## src/rtl/flag_branch_unit_pkg.sv

```systemverilog
// -----------------------------------------------------------------------------
// flag_branch_unit_pkg
//   Shared definitions for the flag/branch unit:
//     - ALU opcode encoding (identical to the 16-bit ALU's encoding)
//     - branch condition-code encoding
//     - branch FSM state encoding
//     - flag_writes(op): {N,Z,V} write mask for an ALU opcode
//   Flag vectors throughout this slice are packed as {N, Z, V}.
// -----------------------------------------------------------------------------
package flag_branch_unit_pkg;

  localparam int ALU_OP_W = 3;
  localparam int COND_W   = 3;
  localparam int FLAG_W   = 3;

  // Bit positions inside a packed {N,Z,V} flag vector.
  localparam int FLAG_N_IDX = 2;
  localparam int FLAG_Z_IDX = 1;
  localparam int FLAG_V_IDX = 0;

  typedef enum logic [ALU_OP_W-1:0] {
    OP_ADD    = 3'b000,
    OP_SUB    = 3'b001,
    OP_XOR    = 3'b010,
    OP_RED    = 3'b011,
    OP_SLL    = 3'b100,
    OP_SRA    = 3'b101,
    OP_ROR    = 3'b110,
    OP_PADDSB = 3'b111
  } alu_op_e;

  typedef enum logic [COND_W-1:0] {
    COND_NE = 3'b000,
    COND_EQ = 3'b001,
    COND_GT = 3'b010,
    COND_LT = 3'b011,
    COND_GE = 3'b100,
    COND_LE = 3'b101,
    COND_OV = 3'b110,
    COND_AL = 3'b111
  } cond_e;

  typedef enum logic [1:0] {
    ST_IDLE = 2'd0,
    ST_HOLD = 2'd1,
    ST_RESP = 2'd2
  } state_e;

  // Which architectural flags an opcode is allowed to update, as {N,Z,V}.
  // Arithmetic ops own all three flags, logic/shift ops only touch Z, and
  // the reduction/saturating ops leave the flag register alone.
  function automatic logic [FLAG_W-1:0] flag_writes(input logic [ALU_OP_W-1:0] op);
    logic [FLAG_W-1:0] mask;
    mask = '0;
    case (op)
      OP_ADD, OP_SUB:                 mask = 3'b111;
      OP_XOR, OP_SLL, OP_SRA, OP_ROR: mask = 3'b010;
      default:                        mask = 3'b000;
    endcase
    return mask;
  endfunction

endpackage

```

## src/rtl/flag_branch_unit_if.sv

```systemverilog
// -----------------------------------------------------------------------------
// flag_branch_unit_if
//   Branch request/response channel between decode/fetch and the flag/branch
//   unit.
//     br_valid   decode presents a branch
//     br_cond    condition code of that branch
//     br_ready   unit accepts the branch this cycle (br_valid && br_ready)
//     resp_valid registered resolution pulse (held while the pipe is stalled)
//     resp_taken resolution, meaningful only with resp_valid
//   Modports:
//     master - decode/fetch side (drives the request, sees the response)
//     slave  - flag_branch_unit side
// -----------------------------------------------------------------------------
interface flag_branch_unit_if;
  import flag_branch_unit_pkg::*;

  logic              br_valid;
  logic [COND_W-1:0] br_cond;
  logic              br_ready;
  logic              resp_valid;
  logic              resp_taken;

  modport master (
    output br_valid,
    output br_cond,
    input  br_ready,
    input  resp_valid,
    input  resp_taken
  );

  modport slave (
    input  br_valid,
    input  br_cond,
    output br_ready,
    output resp_valid,
    output resp_taken
  );

endinterface

```

## src/rtl/flag_branch_unit_branch_cond_eval.sv

```systemverilog
// -----------------------------------------------------------------------------
// branch_cond_eval
//   Purely combinational condition evaluator: flags + condition code -> taken.
//   Ports:
//     flag_n, flag_z, flag_v  flag values to evaluate against
//     cond                    condition code (cond_e encoding)
//     taken                   1 when the branch condition holds
// -----------------------------------------------------------------------------
module branch_cond_eval
  import flag_branch_unit_pkg::*;
(
  input  logic              flag_n,
  input  logic              flag_z,
  input  logic              flag_v,
  input  logic [COND_W-1:0] cond,
  output logic              taken
);

  always_comb begin
    taken = 1'b0;
    case (cond)
      COND_NE: taken = !flag_z;
      COND_EQ: taken = flag_z;
      COND_GT: taken = !flag_z && !flag_n;
      COND_LT: taken = flag_n;
      COND_GE: taken = flag_z || !flag_n;
      COND_LE: taken = flag_n || flag_z;
      COND_OV: taken = flag_v;
      COND_AL: taken = 1'b1;
      default: taken = 1'b0;
    endcase
  end

endmodule

```

## src/rtl/flag_branch_unit.sv

```systemverilog
// -----------------------------------------------------------------------------
// flag_branch_unit
//   Owns the architectural N/Z/V flag register fed by the EX-stage ALU and
//   resolves conditional branches from decode against it, returning a
//   registered taken/not-taken response to fetch.
//
//   Parameters:
//     FWD_EN  1: same-cycle EX flags are forwarded into branch evaluation
//             0: a branch meeting a flag-writing op in EX waits one cycle
//                (HOLD) and is evaluated against the registered flags
//   Ports:
//     clk, rst                  clock, synchronous active-high reset
//     ex_valid, ex_aluop        ALU instruction in EX and its opcode
//     ex_ovfl, ex_zero, ex_sign ALU result flags
//     stall                     pipeline hold: no flag write, FSM frozen
//     flush                     squash in-flight branch request/response
//     br                        branch request/response channel (slave)
//     flag_n, flag_z, flag_v    architectural flag register
// -----------------------------------------------------------------------------
module flag_branch_unit
  import flag_branch_unit_pkg::*;
#(
  parameter bit FWD_EN = 1'b1
) (
  input  logic                clk,
  input  logic                rst,
  input  logic                ex_valid,
  input  logic [ALU_OP_W-1:0] ex_aluop,
  input  logic                ex_ovfl,
  input  logic                ex_zero,
  input  logic                ex_sign,
  input  logic                stall,
  input  logic                flush,
  flag_branch_unit_if.slave   br,
  output logic                flag_n,
  output logic                flag_z,
  output logic                flag_v
);

  // ---------------------------------------------------------------------------
  // Flag register
  // ---------------------------------------------------------------------------
  logic [FLAG_W-1:0] flags_reg;
  logic [FLAG_W-1:0] flags_next;
  logic [FLAG_W-1:0] ex_flags;
  logic [FLAG_W-1:0] wr_mask;
  logic              ex_writes;

  assign ex_flags  = {ex_sign, ex_zero, ex_ovfl};
  assign wr_mask   = ex_valid ? flag_writes(ex_aluop) : '0;
  // A flag-writing op is present in EX; decides the HOLD path when FWD_EN=0.
  assign ex_writes = |wr_mask;

  genvar gi;
  generate
    for (gi = 0; gi < FLAG_W; gi++) begin : g_flag_next
      assign flags_next[gi] = wr_mask[gi] ? ex_flags[gi] : flags_reg[gi];
    end
  endgenerate

  // flush deliberately does not gate this: the EX op is older than any
  // branch being squashed.
  always_ff @(posedge clk) begin
    if (rst) begin
      flags_reg <= '0;
    end else if (!stall) begin
      flags_reg <= flags_next;
    end
  end

  assign flag_n = flags_reg[FLAG_N_IDX];
  assign flag_z = flags_reg[FLAG_Z_IDX];
  assign flag_v = flags_reg[FLAG_V_IDX];

  // ---------------------------------------------------------------------------
  // Effective flags for a branch accepted this cycle
  // ---------------------------------------------------------------------------
  logic [FLAG_W-1:0] eff_flags;

  generate
    if (FWD_EN) begin : g_fwd
      assign eff_flags = flags_next;
    end else begin : g_no_fwd
      // Without forwarding an accept only evaluates directly when nothing in
      // EX writes flags, so the registered value is already current.
      assign eff_flags = flags_reg;
    end
  endgenerate

  // ---------------------------------------------------------------------------
  // Branch FSM
  // ---------------------------------------------------------------------------
  state_e            state_reg;
  logic [COND_W-1:0] cond_reg;
  logic              resp_valid_reg;
  logic              resp_taken_reg;

  logic              accept;
  logic              defer;
  logic [FLAG_W-1:0] eval_flags;
  logic [COND_W-1:0] eval_cond;
  logic              eval_taken;

  assign br.br_ready = (state_reg == ST_IDLE) && !stall && !flush && !rst;
  assign accept      = br.br_valid && br.br_ready;
  assign defer       = !FWD_EN && ex_writes;

  // One evaluator serves both the direct path (IDLE) and the deferred path
  // (HOLD, latched cond against the freshly registered flags).
  assign eval_flags = (state_reg == ST_HOLD) ? flags_reg : eff_flags;
  assign eval_cond  = (state_reg == ST_HOLD) ? cond_reg  : br.br_cond;

  branch_cond_eval u_cond_eval (
    .flag_n (eval_flags[FLAG_N_IDX]),
    .flag_z (eval_flags[FLAG_Z_IDX]),
    .flag_v (eval_flags[FLAG_V_IDX]),
    .cond   (eval_cond),
    .taken  (eval_taken)
  );

  // Priority: rst > flush > stall. While stalled in RESP the pulse simply
  // stays asserted; the consumer qualifies it with !stall.
  always_ff @(posedge clk) begin
    if (rst) begin
      state_reg      <= ST_IDLE;
      cond_reg       <= '0;
      resp_valid_reg <= 1'b0;
      resp_taken_reg <= 1'b0;
    end else if (flush) begin
      state_reg      <= ST_IDLE;
      resp_valid_reg <= 1'b0;
    end else if (!stall) begin
      case (state_reg)
        ST_IDLE: begin
          if (accept) begin
            if (defer) begin
              cond_reg  <= br.br_cond;
              state_reg <= ST_HOLD;
            end else begin
              resp_taken_reg <= eval_taken;
              resp_valid_reg <= 1'b1;
              state_reg      <= ST_RESP;
            end
          end
        end
        ST_HOLD: begin
          resp_taken_reg <= eval_taken;
          resp_valid_reg <= 1'b1;
          state_reg      <= ST_RESP;
        end
        ST_RESP: begin
          resp_valid_reg <= 1'b0;
          state_reg      <= ST_IDLE;
        end
        default: begin
          resp_valid_reg <= 1'b0;
          state_reg      <= ST_IDLE;
        end
      endcase
    end
  end

  assign br.resp_valid = resp_valid_reg;
  assign br.resp_taken = resp_taken_reg;

endmodule
```

## src/flat_wrapper.sv

```systemverilog
// flat-port wrapper written by rule: the top's interface ports become plain ports
module flag_branch_unit_flat import flag_branch_unit_pkg::*;
#(
  parameter bit FWD_EN = 1'b1
)
  (clk, rst, ex_valid, ex_aluop, ex_ovfl, ex_zero, ex_sign, stall, flush, flag_n, flag_z, flag_v, br_br_valid, br_br_cond, br_br_ready, br_resp_valid, br_resp_taken);
  flag_branch_unit_if br_i ();
  input  logic clk;
  input  logic rst;
  input  logic ex_valid;
  input  logic [ALU_OP_W-1:0] ex_aluop;
  input  logic ex_ovfl;
  input  logic ex_zero;
  input  logic ex_sign;
  input  logic stall;
  input  logic flush;
  output logic flag_n;
  output logic flag_z;
  output logic flag_v;
  input wire logic [$bits(br_i.br_valid)-1:0] br_br_valid;
  input wire logic [$bits(br_i.br_cond)-1:0] br_br_cond;
  output wire logic [$bits(br_i.br_ready)-1:0] br_br_ready;
  output wire logic [$bits(br_i.resp_valid)-1:0] br_resp_valid;
  output wire logic [$bits(br_i.resp_taken)-1:0] br_resp_taken;
  assign br_i.br_valid = br_br_valid;
  assign br_i.br_cond = br_br_cond;
  assign br_br_ready = br_i.br_ready;
  assign br_resp_valid = br_i.resp_valid;
  assign br_resp_taken = br_i.resp_taken;
  flag_branch_unit #(.FWD_EN(FWD_EN)) u_core (.clk(clk), .rst(rst), .ex_valid(ex_valid), .ex_aluop(ex_aluop), .ex_ovfl(ex_ovfl), .ex_zero(ex_zero), .ex_sign(ex_sign), .stall(stall), .flush(flush), .br(br_i), .flag_n(flag_n), .flag_z(flag_z), .flag_v(flag_v));
endmodule
```

## config.mk

```make
export PLATFORM = sky130hd
export DESIGN_NAME = flag_branch_unit_flat
export DESIGN_NICKNAME = d
export VERILOG_FILES = /design/src/rtl/flag_branch_unit_pkg.sv /design/src/rtl/flag_branch_unit_if.sv /design/src/rtl/flag_branch_unit_branch_cond_eval.sv /design/src/rtl/flag_branch_unit.sv /design/src/flat_wrapper.sv
export SDC_FILE = /design/constraint.sdc
export NUM_CORES = 1
export LEC_CHECK = 0
export ABC_AREA = 1
export CAP_MARGIN = 0
export CORE_AREA = 2 2 39 41
export CTS_CLUSTER_DIAMETER = 80
export DETAILED_ROUTE_END_ITERATION = 8
export DIE_AREA = 0 0 41 43
export PLACE_DENSITY = 0.58
export REMOVE_ABC_BUFFERS = 1
export SYNTH_ARGS = -nofsm -noshare
export SYNTH_HDL_FRONTEND = slang
export SYNTH_HIERARCHICAL = 1
export SYNTH_SLANG_ARGS = --single-unit
```

## constraint.sdc

```tcl
create_clock -name clk -period 2.6 [get_ports clk]
set_clock_uncertainty 0.05 [all_clocks]
set_input_delay 0.52 -clock clk [delete_from_list [all_inputs] [get_ports clk]]
set_output_delay 0.52 -clock clk [all_outputs]
set_load 0.01 [all_outputs]
```

==> metrics, run 1 <==
endpoints failing setup=0; most frequent CP cell=clkdlybuf4s50_1; CTS sink count=5; Hold Crit Class=register to register; sequential share of the synthesized area=0.2837; clock-pin slew on the worst setup and hold paths=0.05 ns; crit path capture type=output port; Ports=21; Hold EP=u_core/br.resp_valid$_SDFFE_PP0P_; post-synth top area cell=dfxtp_1; worst path cell trace=clkdlybuf4s50_1 > nor2_2 > inv_1 > nor3_1 > clkdlybuf4s50_1; CORE AREA=0.001384 mm2; port bufs=20; filler cell count=between 150 and 200; crit path time final=2.416 ns; initial drt markers=7; Die Height=43 um; clk buf depth=2; Total Die Area=0.001763 mm2; worst skew pair latency=0.24 ns; Setup CP Type=primary input to output port; All-Layer GR Usage=0.1074; RSZ-0062 raised after global routing=no; status=completed; CP max FO=2; Synth Instances=62; Final GP Congestion=0.6883; Critical R2R Launch=u_core/flags_reg[2]$_SDFFE_PP0N_; largest net degree at the start of global routing=7; Startpoint Class=primary input; syn_area_per_cell=~5.7 um2; DRC violations left=0; global-route wire length before repair=1317 um; max reg flops=3; Power Density=399.1 mW/mm2; Area Growth Syn to Fin=71.99%; hold buffer count at CTS=0; R2R Setup Slk=1.47 ns; vias in the first global route=~370; hold path cells=2; Worst EP arrival=1.85 ns; max incr delay on CP=0.55 ns; WL/cell=8.689 um; Highest Clock Rate=0.4139 GHz; Synth cell types=12; PostCTS Resize Cnt=0; FF-to-FF End=u_core/br.resp_taken$_SDFFE_PP0P_; Fin. Hold Viols=0; Tcrit/Tclk final=0.9293; DR vias=431; worst rel slew slack=0.8778; # Post-CTS Setup Buffers=0; Hold Crit Start=u_core/br.resp_valid$_SDFFE_PP0P_; Antenna Cells=0; Final Instance Area=606.8 um2; FP Rows=14; Pre-antenna DRT Iters=6; Slew @ Worst Pin=roughly 0.18 ns; Root Buffer Master=clkbuf_4; Die Span X=41 um; multi-input logic area=219.0 um2; commonest non-fill, non-tap cell in the layout=nand2_1; GRT overflow=0; FF+latch area=around 100 um2; top post-synthesis cells by area=dfxtp_1 (28%), nand2_1 (22%), nor2_1 (11%), nand3_1 (9.9%), inv_1 (9.6%); Final Max Slew Viols=0; CTS tree=built; Layout Nets=103; Peak supply drop=0.1866 mV; Initial Util=0.2550; Via density=4.184; Yosys reg bits=5; CTS buffer count=3; CP max-delay cell=clkdlybuf4s50_1; initial antenna violation count=0; H-tree depth=1; setup tns final=0 ns; Detailed Place HPWL=approximately 760 um; drt total wl=between 800 and 900 um; most frequent cells in the layout=nand2_1 (21), clkdlybuf4s50_1 (20), nor2_1 (10); placed cell area=580.6 um2; post-route ant nets=0; Worst Path Required=~2.0 ns; mapped cell area=~350 um2; warnings from Yosys=6; Max-cap violations=0; Leak=0.3016 nW; post-synth top area share=0.2837; R2R cell count=9; ratio of cells with drive above 1 in the final layout=0.1149
logic make-up after synthesis:
kind of cell | after synthesis | share of synthesized area
AND/OR/NAND/NOR | 46 | 0.5922
AO/OA/AOI/OAI | 2 | 0.02834
flip-flops | 5 | 0.2837
buffers and inverters | 9 | 0.09574
how the worst max path moves through the flow:
stage,slack (ns),start,cells after the start,to
2_1_floorplan,1.08,flush,3,br_br_ready
3_3_place_gp,0.18,rst,5,br_br_ready
3_5_place_dp,0.17,rst,5,br_br_ready
4_1_cts,0.17,rst,5,br_br_ready
5_1_grt,0.11,rst,5,br_br_ready
6_report,0.18,rst,5,br_br_ready
cell usage after synthesis:
master,n
inv_1,9
nor2_2,3
nor2_1,10
a21oi_1,1
nand3_1,7
o21ai_0,1
nand2_2,1
nand2_1,21
nand3b_1,1
dfxtp_1,5
nor3_1,1
nand3_2,2
metrics by stage:
step / util / setup WS (ns) / total power, mW / hold slack (ns) / std cells
floorplan: - / 1.078 / 0.1157 / 0.4611 / 62
global placement: 0.4195 / 0.1792 / 0.1551 / 0.4451 / 99
detailed placement: 0.4195 / 0.1723 / 0.1556 / 0.4388 / 99
CTS: 0.4385 / 0.1723 / 0.2474 / 0.4450 / 103
global route: 0.4385 / 0.1146 / 0.2605 / 0.4818 / 103
finish: 0.4385 / 0.1838 / 0.2422 / 0.4450 / 103
layout make-up:
cell class | instances | area share
multi-input combinational | 48 | 0.3608
timing repair buffer | 21 | 0.3423
sequential | 5 | 0.1649
inverter | 9 | 0.05567
tap | 16 | 0.03299
clock buffer | 4 | 0.04330
per-layer routing:
layer | routed length, um | global-route usage
met5 | 0 | 0
met4 | 0 | 0.06000
met3 | 31 | 0.01571
met2 | 430 | 0.1719
met1 | 433 | 0.1286
report_power, final:
group | internal (mW) | switching (mW)
Combinational | 0.0396 | 0.0309
Sequential | 0.0810 | 0.00268
Clock | 0.0579 | 0.0301
worst max-delay path: cells and delay by family:
family | cells | cell delay [ns]
buf+inv | 3 | 1.07
simple gates | 2 | 0.26
No activity file was read; power rests on OpenSTA's default activity.
==> run 2: changes to the inputs <==
- CORE_AREA: 2 2 39 41 -> 4 4 41 43
- DIE_AREA: 0 0 41 43 -> 0 0 45 47
==> metrics, run 2 (synthesis gave the netlist of run 1 again) <==
status=completed; Highest Clock Rate=around 0.41 GHz; Peak supply drop=0.2102 mV; Total Die Area=0.002115 mm2; worst rel slew slack=0.8768; PostCTS Resize Cnt=0; largest net degree at the start of global routing=7; Root Buffer Master=clkbuf_4; RSZ-0062 raised after global routing=no; # Post-CTS Setup Buffers=0; Worst Path Required=2.03 ns; Final GP Congestion=0.7489; Hold Crit Class=register to register; Tcrit/Tclk final=0.9290; Setup CP Type=primary input to output port; drt total wl=just over 900 um; Startpoint Class=primary input; max reg flops=3; vias in the first global route=382; Die Span X=around 45 um; CP max FO=2; initial drt markers=1; CP max-delay cell=clkdlybuf4s50_1; worst skew pair latency=0.24 ns; Initial Util=0.2712; Ports=21; CTS sink count=5; crit path capture type=output port; Max-cap violations=0; WL/cell=around 9 um; CORE AREA=0.001301 mm2; hold buffer count at CTS=0; Detailed Place HPWL=783.3 um; ratio of cells with drive above 1 in the final layout=0.1149; port bufs=20; initial antenna violation count=0; global-route wire length before repair=1545 um; DRC violations left=0; placed cell area=579.3 um2; DR vias=approximately 440; Worst EP arrival=~1.9 ns; crit path time final=2.415 ns; FP Rows=13; max incr delay on CP=between 0.5 and 0.6 ns; Slew @ Worst Pin=0.1845 ns; most frequent CP cell=clkdlybuf4s50_1; All-Layer GR Usage=0.1011; Power Density=roughly 400 mW/mm2; Antenna Cells=0; Fin. Hold Viols=0; CTS tree=built; most frequent cells in the layout=nand2_1 (21), clkdlybuf4s50_1 (20), nor2_1 (10); GRT overflow=0; filler cell count=150; Die Height=between 40 and 50 um; post-route ant nets=0; Area Growth Syn to Fin=71.63%; met3 usage=0.03448; commonest non-fill, non-tap cell in the layout=nand2_1; Final Instance Area=605.6 um2; Via density=4.265; met1 Usage GRT=0.1386; Layout Nets=approximately 100; Leak=0.3016 nW; Pre-antenna DRT Iters=2; endpoints failing setup=0; H-tree depth=1; CTS buffer count=3; clk buf depth=2; M2 GR Usage=0.1384; Final Max Slew Viols=0; clock-pin slew on the worst setup and hold paths=roughly 0.05 ns; setup tns final=0 ns; layer with the highest usage=met1; worst path cell trace=clkdlybuf4s50_1 > nor2_2 > inv_1 > nor3_1 > clkdlybuf4s50_1
==> run 2: cell counts in the layout (fill, tap and decap cells not counted) <==
Identical to the previous run, type by type.
==> run 2: report_power, final <==
part / internal, mW / switching, mW / total, mW
Combinational: 0.0396 / 0.0304 / 0.0700
Clock: 0.0581 / 0.0323 / 0.0904
Sequential: 0.0809 / 0.00289 / 0.0837
==> run 2: critical path, delay by kind of cell <==
kind          cells  cell delay (ns)
simple gates      2             0.26
buf+inv           3             1.07
==> run 2: area by class of cell <==
class | instances | area (um2) | share of cell area
flip-flops and latches | 5 | 100.1 | 0.1653
clock buffers | 4 | 26.28 | 0.04339
well taps | 15 | 18.77 | 0.03099
multi-input cells | 48 | 219.0 | 0.3616
inverters | 9 | 33.78 | 0.05579
repair buffers | 21 | 207.7 | 0.3430
==> run 2: per-stage QoR <==
stage / cells / power, mW / utilization / worst slack (ns) / hold WS, ns
6_report: 102 / 0.2442 / 0.4654 / 0.1845 / 0.4619
5_1_grt: 102 / 0.2620 / 0.4654 / 0.1148 / 0.5166
4_1_cts: 102 / 0.2481 / 0.4654 / 0.1708 / 0.4623
3_5_place_dp: 98 / 0.1557 / 0.4452 / 0.1810 / 0.4517
3_3_place_gp: 98 / 0.1556 / 0.4452 / 0.1918 / 0.4521
2_1_floorplan: 62 / 0.1157 / - / 1.078 / 0.4611
==> run 2: routing by layer <==
layer / vias to the layer above / share of wire
met5: - / 0
met4: 0 / 0.011
met3: 2 / 0.059
met2: 12 / 0.41
met1: 180 / 0.51
li1: 241 / -
==> run 2: worst paths after layout <==
kind / cells after the start / to / slack (ns) / start
hold / removal: 4 / u_core/br.resp_taken$_SDFFE_PP0P_ / 0.46 / u_core/br.resp_taken$_SDFFE_PP0P_
setup reg to reg: 9 / u_core/br.resp_taken$_SDFFE_PP0P_ / 1.50 / u_core/flags_reg[2]$_SDFFE_PP0N_
hold reg to reg: 4 / u_core/br.resp_taken$_SDFFE_PP0P_ / 0.46 / u_core/br.resp_taken$_SDFFE_PP0P_
setup / recovery: 5 / br_br_ready / 0.18 / rst
==> run 3: changes to the inputs <==
- TNS_END_PERCENT: unset -> 10
==> results of run 3 <==
Same layout as run 2: the final DEF is identical, and so are final timing and power.
